==> src/rtl/poly_reduce_seq_if.sv <==
// poly_reduce_seq_if
//   Bundles the sequencer handshake (start/abort/busy/done) and the shared
//   coefficient-RAM port used by poly_reduce_seq.
//   master : the reducer side; it drives the RAM read/write requests and the
//            busy/done status.
//   slave  : the environment side (sequencer + RAM arbiter/RAM); it drives
//            start, abort, mem_gnt and the returned read data.
//   Signals:
//     start, abort       sequencer -> reducer
//     busy, done         reducer -> sequencer
//     mem_gnt            read grant for the current cycle
//     mem_rd_en/addr     read request, data returns one cycle later on mem_rd_data
//     mem_wr_en/addr/data  write strobe, never stalled
interface poly_reduce_seq_if #(
    parameter int ADDR_W = 8
);
    logic                start;
    logic                abort;
    logic                busy;
    logic                done;
    logic                mem_gnt;
    logic                mem_rd_en;
    logic [ADDR_W-1:0]   mem_rd_addr;
    logic signed [31:0]  mem_rd_data;
    logic                mem_wr_en;
    logic [ADDR_W-1:0]   mem_wr_addr;
    logic signed [31:0]  mem_wr_data;

    modport master (
        input  start,
        input  abort,
        input  mem_gnt,
        input  mem_rd_data,
        output busy,
        output done,
        output mem_rd_en,
        output mem_rd_addr,
        output mem_wr_en,
        output mem_wr_addr,
        output mem_wr_data
    );

    modport slave (
        output start,
        output abort,
        output mem_gnt,
        output mem_rd_data,
        input  busy,
        input  done,
        input  mem_rd_en,
        input  mem_rd_addr,
        input  mem_wr_en,
        input  mem_wr_addr,
        input  mem_wr_data
    );
endinterface

==> src/rtl/poly_reduce_seq.sv <==
// poly_reduce_seq
//   Serial in-place polynomial reduction. One reduce32 datapath walks the
//   coefficient RAM: read coeff i, reduce it, write it back to address i.
//   Read -> write latency is fixed at two cycles; grant bubbles travel
//   through the pipeline unchanged, so writes stay in ascending order and a
//   write to i always follows the read of i.
//   Ports:
//     clk    rising-edge clock
//     rst_n  asynchronous active-low reset
//     bus    poly_reduce_seq_if.master (handshake + RAM port)
//   reduce32: t = (a + 2^22) >>> 23, r = a - t*Q, 32-bit wrapping arithmetic.
module poly_reduce_seq #(
    parameter int N      = 256,
    parameter int ADDR_W = 8
) (
    input  logic               clk,
    input  logic               rst_n,
    poly_reduce_seq_if.master  bus
);

    localparam logic [1:0] S_IDLE  = 2'd0;
    localparam logic [1:0] S_RUN   = 2'd1;
    localparam logic [1:0] S_DRAIN = 2'd2;
    localparam logic [1:0] S_DONE  = 2'd3;

    localparam logic signed [31:0] Q    = 32'sd8380417;
    localparam logic [ADDR_W-1:0]  LAST = ADDR_W'(N - 1);

    logic [1:0]         state_q, state_d;
    logic [ADDR_W-1:0]  rd_ptr_q, rd_ptr_d;
    logic [ADDR_W-1:0]  wr_cnt_q, wr_cnt_d;

    // Stage 1: read issued last cycle, data now on mem_rd_data.
    logic               s1_vld_q;
    logic [ADDR_W-1:0]  s1_addr_q;
    // Stage 2: reduced result, presented as the write.
    logic               s2_vld_q;
    logic [ADDR_W-1:0]  s2_addr_q;
    logic signed [31:0] s2_data_q;

    logic               active;
    logic               kill;
    logic               rd_fire;
    logic               last_rd;
    logic               last_wr;
    logic signed [31:0] red_t;
    logic signed [31:0] red_prod;
    logic signed [31:0] red_r;

    assign active  = (state_q == S_RUN) || (state_q == S_DRAIN);
    assign kill    = active && bus.abort;
    // No read in the abort cycle so nothing new enters the pipeline.
    assign rd_fire = (state_q == S_RUN) && bus.mem_gnt && !bus.abort;
    assign last_rd = rd_fire && (rd_ptr_q == LAST);
    assign last_wr = s2_vld_q && (wr_cnt_q == LAST);

    always_comb begin
        red_t    = (bus.mem_rd_data + 32'sd4194304) >>> 23;
        red_prod = red_t * Q;
        red_r    = bus.mem_rd_data - red_prod;
    end

    always_comb begin
        state_d  = state_q;
        rd_ptr_d = rd_ptr_q;
        wr_cnt_d = wr_cnt_q;
        case (state_q)
            S_IDLE: begin
                if (bus.start) begin
                    state_d  = S_RUN;
                    rd_ptr_d = '0;
                    wr_cnt_d = '0;
                end
            end
            S_RUN: begin
                if (rd_fire) begin
                    rd_ptr_d = rd_ptr_q + ADDR_W'(1);
                end
                if (s2_vld_q) begin
                    wr_cnt_d = wr_cnt_q + ADDR_W'(1);
                end
                if (last_rd) begin
                    state_d = S_DRAIN;
                end
            end
            S_DRAIN: begin
                if (s2_vld_q) begin
                    wr_cnt_d = wr_cnt_q + ADDR_W'(1);
                end
                if (last_wr) begin
                    state_d = S_DONE;
                end
            end
            S_DONE: begin
                state_d = S_IDLE;
            end
            default: begin
                state_d = S_IDLE;
            end
        endcase
        if (kill) begin
            state_d = S_IDLE;
        end
    end

    always_ff @(posedge clk or negedge rst_n) begin
        if (!rst_n) begin
            state_q   <= S_IDLE;
            rd_ptr_q  <= '0;
            wr_cnt_q  <= '0;
            s1_vld_q  <= 1'b0;
            s1_addr_q <= '0;
            s2_vld_q  <= 1'b0;
            s2_addr_q <= '0;
            s2_data_q <= '0;
        end else begin
            state_q   <= state_d;
            rd_ptr_q  <= rd_ptr_d;
            wr_cnt_q  <= wr_cnt_d;
            s1_vld_q  <= rd_fire;
            s1_addr_q <= rd_ptr_q;
            s2_vld_q  <= s1_vld_q && !kill;
            s2_addr_q <= s1_addr_q;
            // Hold the last result across bubbles so wr_data only moves on real writes.
            if (s1_vld_q) begin
                s2_data_q <= red_r;
            end
        end
    end

    assign bus.busy        = active;
    assign bus.done        = (state_q == S_DONE);
    assign bus.mem_rd_en   = rd_fire;
    assign bus.mem_rd_addr = rd_ptr_q;
    assign bus.mem_wr_en   = s2_vld_q;
    assign bus.mem_wr_addr = s2_addr_q;
    assign bus.mem_wr_data = s2_data_q;

endmodule

==> src/flat_wrapper.sv <==
// flat-port wrapper written by rule: the top's interface ports become plain ports
module poly_reduce_seq_flat 
#(
    parameter int N      = 256,
    parameter int ADDR_W = 8
)
  (clk, rst_n, bus_start, bus_abort, bus_mem_gnt, bus_mem_rd_data, bus_busy, bus_done, bus_mem_rd_en, bus_mem_rd_addr, bus_mem_wr_en, bus_mem_wr_addr, bus_mem_wr_data);
  poly_reduce_seq_if #(.ADDR_W(ADDR_W)) bus_i ();
  input  logic clk;
  input  logic rst_n;
  input wire logic [$bits(bus_i.start)-1:0] bus_start;
  input wire logic [$bits(bus_i.abort)-1:0] bus_abort;
  input wire logic [$bits(bus_i.mem_gnt)-1:0] bus_mem_gnt;
  input wire logic [$bits(bus_i.mem_rd_data)-1:0] bus_mem_rd_data;
  output wire logic [$bits(bus_i.busy)-1:0] bus_busy;
  output wire logic [$bits(bus_i.done)-1:0] bus_done;
  output wire logic [$bits(bus_i.mem_rd_en)-1:0] bus_mem_rd_en;
  output wire logic [$bits(bus_i.mem_rd_addr)-1:0] bus_mem_rd_addr;
  output wire logic [$bits(bus_i.mem_wr_en)-1:0] bus_mem_wr_en;
  output wire logic [$bits(bus_i.mem_wr_addr)-1:0] bus_mem_wr_addr;
  output wire logic [$bits(bus_i.mem_wr_data)-1:0] bus_mem_wr_data;
  assign bus_i.start = bus_start;
  assign bus_i.abort = bus_abort;
  assign bus_i.mem_gnt = bus_mem_gnt;
  assign bus_i.mem_rd_data = bus_mem_rd_data;
  assign bus_busy = bus_i.busy;
  assign bus_done = bus_i.done;
  assign bus_mem_rd_en = bus_i.mem_rd_en;
  assign bus_mem_rd_addr = bus_i.mem_rd_addr;
  assign bus_mem_wr_en = bus_i.mem_wr_en;
  assign bus_mem_wr_addr = bus_i.mem_wr_addr;
  assign bus_mem_wr_data = bus_i.mem_wr_data;
  poly_reduce_seq #(.N(N), .ADDR_W(ADDR_W)) u_core (.clk(clk), .rst_n(rst_n), .bus(bus_i));
endmodule
==> config.mk <==
export PLATFORM = sky130hd
export DESIGN_NAME = poly_reduce_seq_flat
export DESIGN_NICKNAME = d
export VERILOG_FILES = /design/src/rtl/poly_reduce_seq_if.sv /design/src/rtl/poly_reduce_seq.sv /design/src/flat_wrapper.sv
export SDC_FILE = /design/constraint.sdc
export NUM_CORES = 1
export LEC_CHECK = 0
export BUFFER_PORTS_ARGS = -buffer_cell sky130_fd_sc_hd__buf_2
export CAP_MARGIN = 0
export CORE_ASPECT_RATIO = 0.8
export CORE_UTILIZATION = 30
export DETAILED_ROUTE_END_ITERATION = 8
export REMOVE_ABC_BUFFERS = 1
export SYNTH_ARGS = -nofsm -noshare
export SYNTH_HDL_FRONTEND = slang
export SYNTH_SLANG_ARGS = --single-unit
==> constraint.sdc <==
create_clock -name clk -period 3.75 [get_ports clk]
set_input_delay 0.375 -clock clk [delete_from_list [all_inputs] [get_ports clk]]
set_output_delay 0.375 -clock clk [all_outputs]
set_load 0.02 [all_outputs]
=== After elaboration in Yosys (flattened, before gate mapping) ===
Cells that the tools add are included.
W data, S select, Z words.

* Register bits: 68
* Bits of input ports: 37
* Output and inout port bits: 52
* Word-level logic and storage cells: 50

* Add/sub/neg operators: 4
* $mul: 1
* Equal/unequal tests: 11
* Mux-type cells: 10
* Reductions and logical operators: 16

{| class="wikitable"
|+ Operators by type and width
! kind !! number
|-
| $add A32 B24 Y32 const B || 1
|-
| $mul A9 B24 Y32 const B || 1
|-
| $pmux W8 S2 || 2
|-
| $sub A32 B32 Y32 || 1
|-
| $mux W8 || 3
|-
| $add A8 B1 Y8 const B || 2
|-
| $eq A8 B8 Y1 const B || 2
|-
| $reduce_and A3 Y1 || 3
|-
| $mux W2 || 4
|-
| $pmux W2 S4 || 1
|-
| $logic_and A1 B1 Y1 || 6
|-
| $ne A3 B1 Y1 const B || 2
|-
| $eq A2 B2 Y1 const B || 2
|-
| $ne A2 B1 Y1 const B || 2
|-
| $reduce_bool A2 Y1 || 2
|-
| $ne A3 B2 Y1 const B || 1
|-
| $eq A2 B1 Y1 const B || 1
|-
| $logic_not A1 Y1 || 2
|-
| $logic_not A2 Y1 || 1
|-
| $ne A2 B2 Y1 const B || 1
|-
| $reduce_or A2 Y1 || 1
|-
| $logic_or A1 B1 Y1 || 1
|}

=== Depth between registers and ports, before layout ===
* Depth after elaboration: 7
* Mapped depth: 22

=== Worst setup path before layout ===
Ideal clock, no wire load.

* Path kind: input-to-reg
* From: in bus_mem_rd_data[22]
* To: reg u_core.s2_data_q[26] (netlist: u_core.bus.mem_wr_data[26])
* Setup time: 126 ps
* Arrival time: 5542 ps
* Required time: 3624 ps
* Setup slack: -1919 ps
* Cell stages on the path: 19
* Path through: ha_1 nand3_1 xnor2_1 inv_1 fa_1 inv_1 fa_1 fa_1 fa_1 fa_1 inv_1 ha_1 and2_4 nand3_2 or4_1 nand3_1 a21oi_2 o2111a_1 a221o_1

* Cells in the longest elaborated chain, start to end: 3

{| class="wikitable"
|+ Ends and longest elaborated chain
! element !! RTL line !! RTL
|-
| from (decl) || flat_wrapper.sv:14 || <nowiki>input wire logic [$bits(bus_i.mem_rd_data)-1:0] bus_mem_rd_data;</nowiki>
|-
| $add A32 B24 Y32 || poly_reduce_seq.sv:58 || <nowiki>red_t = (bus.mem_rd_data + 32'sd4194304) >>> 23;</nowiki>
|-
| $mul A9 B24 Y32 || poly_reduce_seq.sv:59 || <nowiki>red_prod = red_t * Q;</nowiki>
|-
| $sub A32 B32 Y32 * || poly_reduce_seq.sv:60 || <nowiki>red_r = bus.mem_rd_data - red_prod;</nowiki>
|-
| to (signal assigned) || poly_reduce_seq.sv:126 || <nowiki>s2_data_q <= red_r;</nowiki>
|-
| to (decl) || poly_reduce_seq.sv:39 || <nowiki>logic signed [31:0] s2_data_q;</nowiki>
|}

Mark *: on every way between the ends. The rest lies on a longest branch, timed or not.
A chain may end at the register's enable or synchronous reset.

=== Worst setup path after layout ===
* From: in bus_mem_rd_data[23]
* To: reg u_core.s2_data_q[26] (netlist: u_core.bus.mem_wr_data[26])

Same word-level chain as after synthesis.

==> results.tsv <==
metric	value	unit
rows	50	
rsz0062_at_grt	true	
synth.area.mux_share	0.0204	
min_period	5180	ps
worstPathMaxFanout	7	
asyncSetResetFlopFracSynth	1.00	
die_width	174	µm
core_area	0.0233	mm²
drv_slew	0	
synth_top_flop_cell	dfrtp_1	
synth-compound-area-share	0.152	
crit_top_cell	fa_2	
io_pins	89	
slew_headroom	0.377	
synthAdderAreaFrac	0.320	
synthesis.instances	794	
drtAntennaViolNets	0	
worstSkewPairLatency	340	ps
synth_edf_count	0	
r2r-start	u_core.state_q[0]	
violations	setup timing	
synth_warnings	0	
hpwl	15.0	mm
wl	21.0	mm
synth_top_family_by_area	adder cells	
yosysTopAreaCellShare	0.239	
min_path_type	input pin to async pin	
grt_pass1_vias	6627	
synth_top_cell_by_area	dfrtp_1	
worstSetupStartpoint	bus_mem_rd_data[23]	
worstMarginPinSlew	935	ps
r2r_end	u_core.wr_cnt_q[7]	
worst_slack	-1430	ps
die_area	0.0244	mm²
fin_nets	1249	
drc	0	
skew	7.86	ps
antenna_cells	0	
slowest_stage	fa_2	
worstPathArrival	5400	ps
crit_end	u_core.bus.mem_wr_data[26]	
cts_tree	done	
crit_type	input pin to register	
vias	6536	
drtPass1Iterations	5	
synth_area_leaders	dfrtp_1 24%, ha_1 18%, fa_1 14%	
synthDistinctLibCells	67	
synth-seq-area-share	0.239	
area_growth	46.0	%
cts-buffers-inserted	9	
synth-xor-area-share	0.0406	
ys_seq_elements	68	
holdWs	179	ps
cpPeakStageDelay	590	ps
clkTransAtPathRegs	60	ps
grt_max_degree	69	
synth-simple-area-share	0.130	
grt-ovfl-total	0	
fin_tns_setup	-18090	ps
drtIter0Drc	414	
setup_viol	17	
via_per_inst	4.75	
clockRootBuffer	clkbuf_16	
die_h	140	µm
syn-cell-area	0.00712	mm²
end_kind	register	
worstPathCellList	buf_8 -> ha_4 -> buf_6 -> xor2_4 -> inv_2 -> fa_2 -> inv_4 -> fa_2 -> fa_2 -> fa_2 -> fa_1 -> inv_2 -> ha_4 -> and2_4 -> nand3_2 -> or4_4 -> nand3_4 -> a21oi_4 -> o2111a_1 -> a221o_1	
grt_first_pass_wirelength	33.8	mm
post_drt_wl_per_cell	15.2	µm
crit_path_start_kind	input pin	
cap_violations	0	
reg2reg_depth	8	
path_delay_family	adder cells	
max_freq	193	MHz
io_buffers	88	
start_util	0.305	
clockBufferDepth	2	
synth_area_per_cell	8.96	µm²
critPathRequiredTime	3970	ps
grt_usage	0.174	
place_congestion	0.863	
num-fill-cells	2169	
path_depth	20	
antenna_found_initial	0	
rrSetupSlack	1460	ps
h-tree-depth	3	
ctsHoldBuffers	0	
critPathBufInv	5	
post-route-period-util	1.38	
clkSinkCount	68	
outcome	complete, but fails checks	
final_hold_viol_count	0	
layout-drive-gt1-share	0.399	
==> cell families after synthesis <==
family,count (synthesis)
AND/OR/NAND/NOR,189
flip-flops,68
AO/OA/AOI/OAI,163
buffers and inverters,176
XOR/XNOR,33
multiplexers,13
adder cells (fa/ha/maj),152
==> sequential cells by signal, indices dropped and copies added (netlist names) <==
register	count
u_core.bus.mem_rd_addr	8
u_core.s1_addr_q	8
u_core.wr_cnt_q	8
u_core.bus.mem_wr_addr	8
u_core.bus.mem_wr_en	1
u_core.s1_vld_q	1
u_core.state_q	2
u_core.bus.mem_wr_data	32
==> metal layers <==
| layer | track usage | wire length [µm] | part of all wire | up-vias |
|---|---|---|---|---|
| met5 | 0 | 0 | 0 | - |
| met4 | 0.0508 | 449 | 0.021 | 0 |
| met3 | 0.0298 | 924 | 0.044 | 30 |
| met2 | 0.283 | 9870 | 0.47 | 151 |
| met1 | 0.236 | 9730 | 0.46 | 3158 |
| li1 | - | - | - | 3197 |
==> metrics by stage <==
| stage | cells | area, µm² | utilization | worst slack, ps |
|---|---|---|---|---|
| after detailed placement | 1312 | 8880 | 0.380 | -2090 |
| after CTS | 1371 | 10000 | 0.430 | -1370 |
| after global routing | 1377 | 10400 | 0.445 | -1520 |
| after floorplan | 773 | 7000 | - | -1920 |
| final | 1377 | 10400 | 0.445 | -1430 |
| after global placement | 1312 | 8880 | 0.380 | -1940 |
==> placed cells by master (no fill, tap or decap), drive strengths merged, types with 3 or more instances in the layout <==
cell     instances
dfrtp           68
nand2b           8
mux2            12
clkinv           4
o2111ai          3
a2111o           3
o221ai           4
or2              5
nor3            11
clkbuf          10
nor2            35
xor2            13
ha             102
xnor2           20
o311ai           6
nand2           68
and3             4
buf            276
inv            155
o21ai           38
nand3           19
o31ai           10
a21oi           46
nand4           10
a211oi           3
o21a             9
a22o             3
o211ai           5
nor3b            8
fa              50
a21o            14
nor2b            8
or4              4
==> how the worst min path moves through the flow <==
stage                              startpoint                         end  depth (start not counted)
after floorplan                         rst_n   u_core.bus.mem_rd_addr[0]                          0
after global placement    u_core.s1_addr_q[2]   u_core.bus.mem_wr_addr[2]                          0
after detailed placement  u_core.s1_addr_q[0]   u_core.bus.mem_wr_addr[0]                          0
after CTS                               rst_n  u_core.bus.mem_wr_data[12]                          1
after global routing                    rst_n  u_core.bus.mem_wr_data[11]                          1
final                                   rst_n   u_core.bus.mem_wr_addr[4]                          1
==> final cells by class <==
| class | instances | area (µm²) | share of cell area |
|---|---|---|---|
| Clock buffer | 10 | 239 | 0.0230 |
| Clock inverter | 6 | 95.1 | 0.00915 |
| Inverter | 155 | 584 | 0.0562 |
| Multi-Input combinational cell | 550 | 5430 | 0.523 |
| Sequential cell | 68 | 1700 | 0.164 |
| Tap cell | 312 | 390 | 0.0376 |
| Timing Repair Buffer | 276 | 1950 | 0.188 |
==> Yosys cell counts (7+ instances only) <==
master and number:
a21o_1 13, a21oi_1 45, clkbuf_1 13, dfrtp_1 68, fa_1 50, ha_1 102, inv_1 154, mux2_2 12
nand2_1 68, nand2b_1 7, nand3_1 18, nand4_1 10, nor2_1 35, nor2b_1 8, nor3_1 11, nor3b_1 8
o21a_1 9, o21ai_0 29, o21ai_1 9, o31ai_1 9, xnor2_1 20, xor2_1 13
==> repair_timing <==
item / CTS / global route
pin swaps: 61 / 39
cloned: 0 / 0
buffers inserted: 44 / 9
setup endpoints to repair: 19 / 23
gates resized for setup: 104 / 67
Power is not shown: default switching activity piles up to over one toggle a cycle in this logic, so the estimate is an artifact.
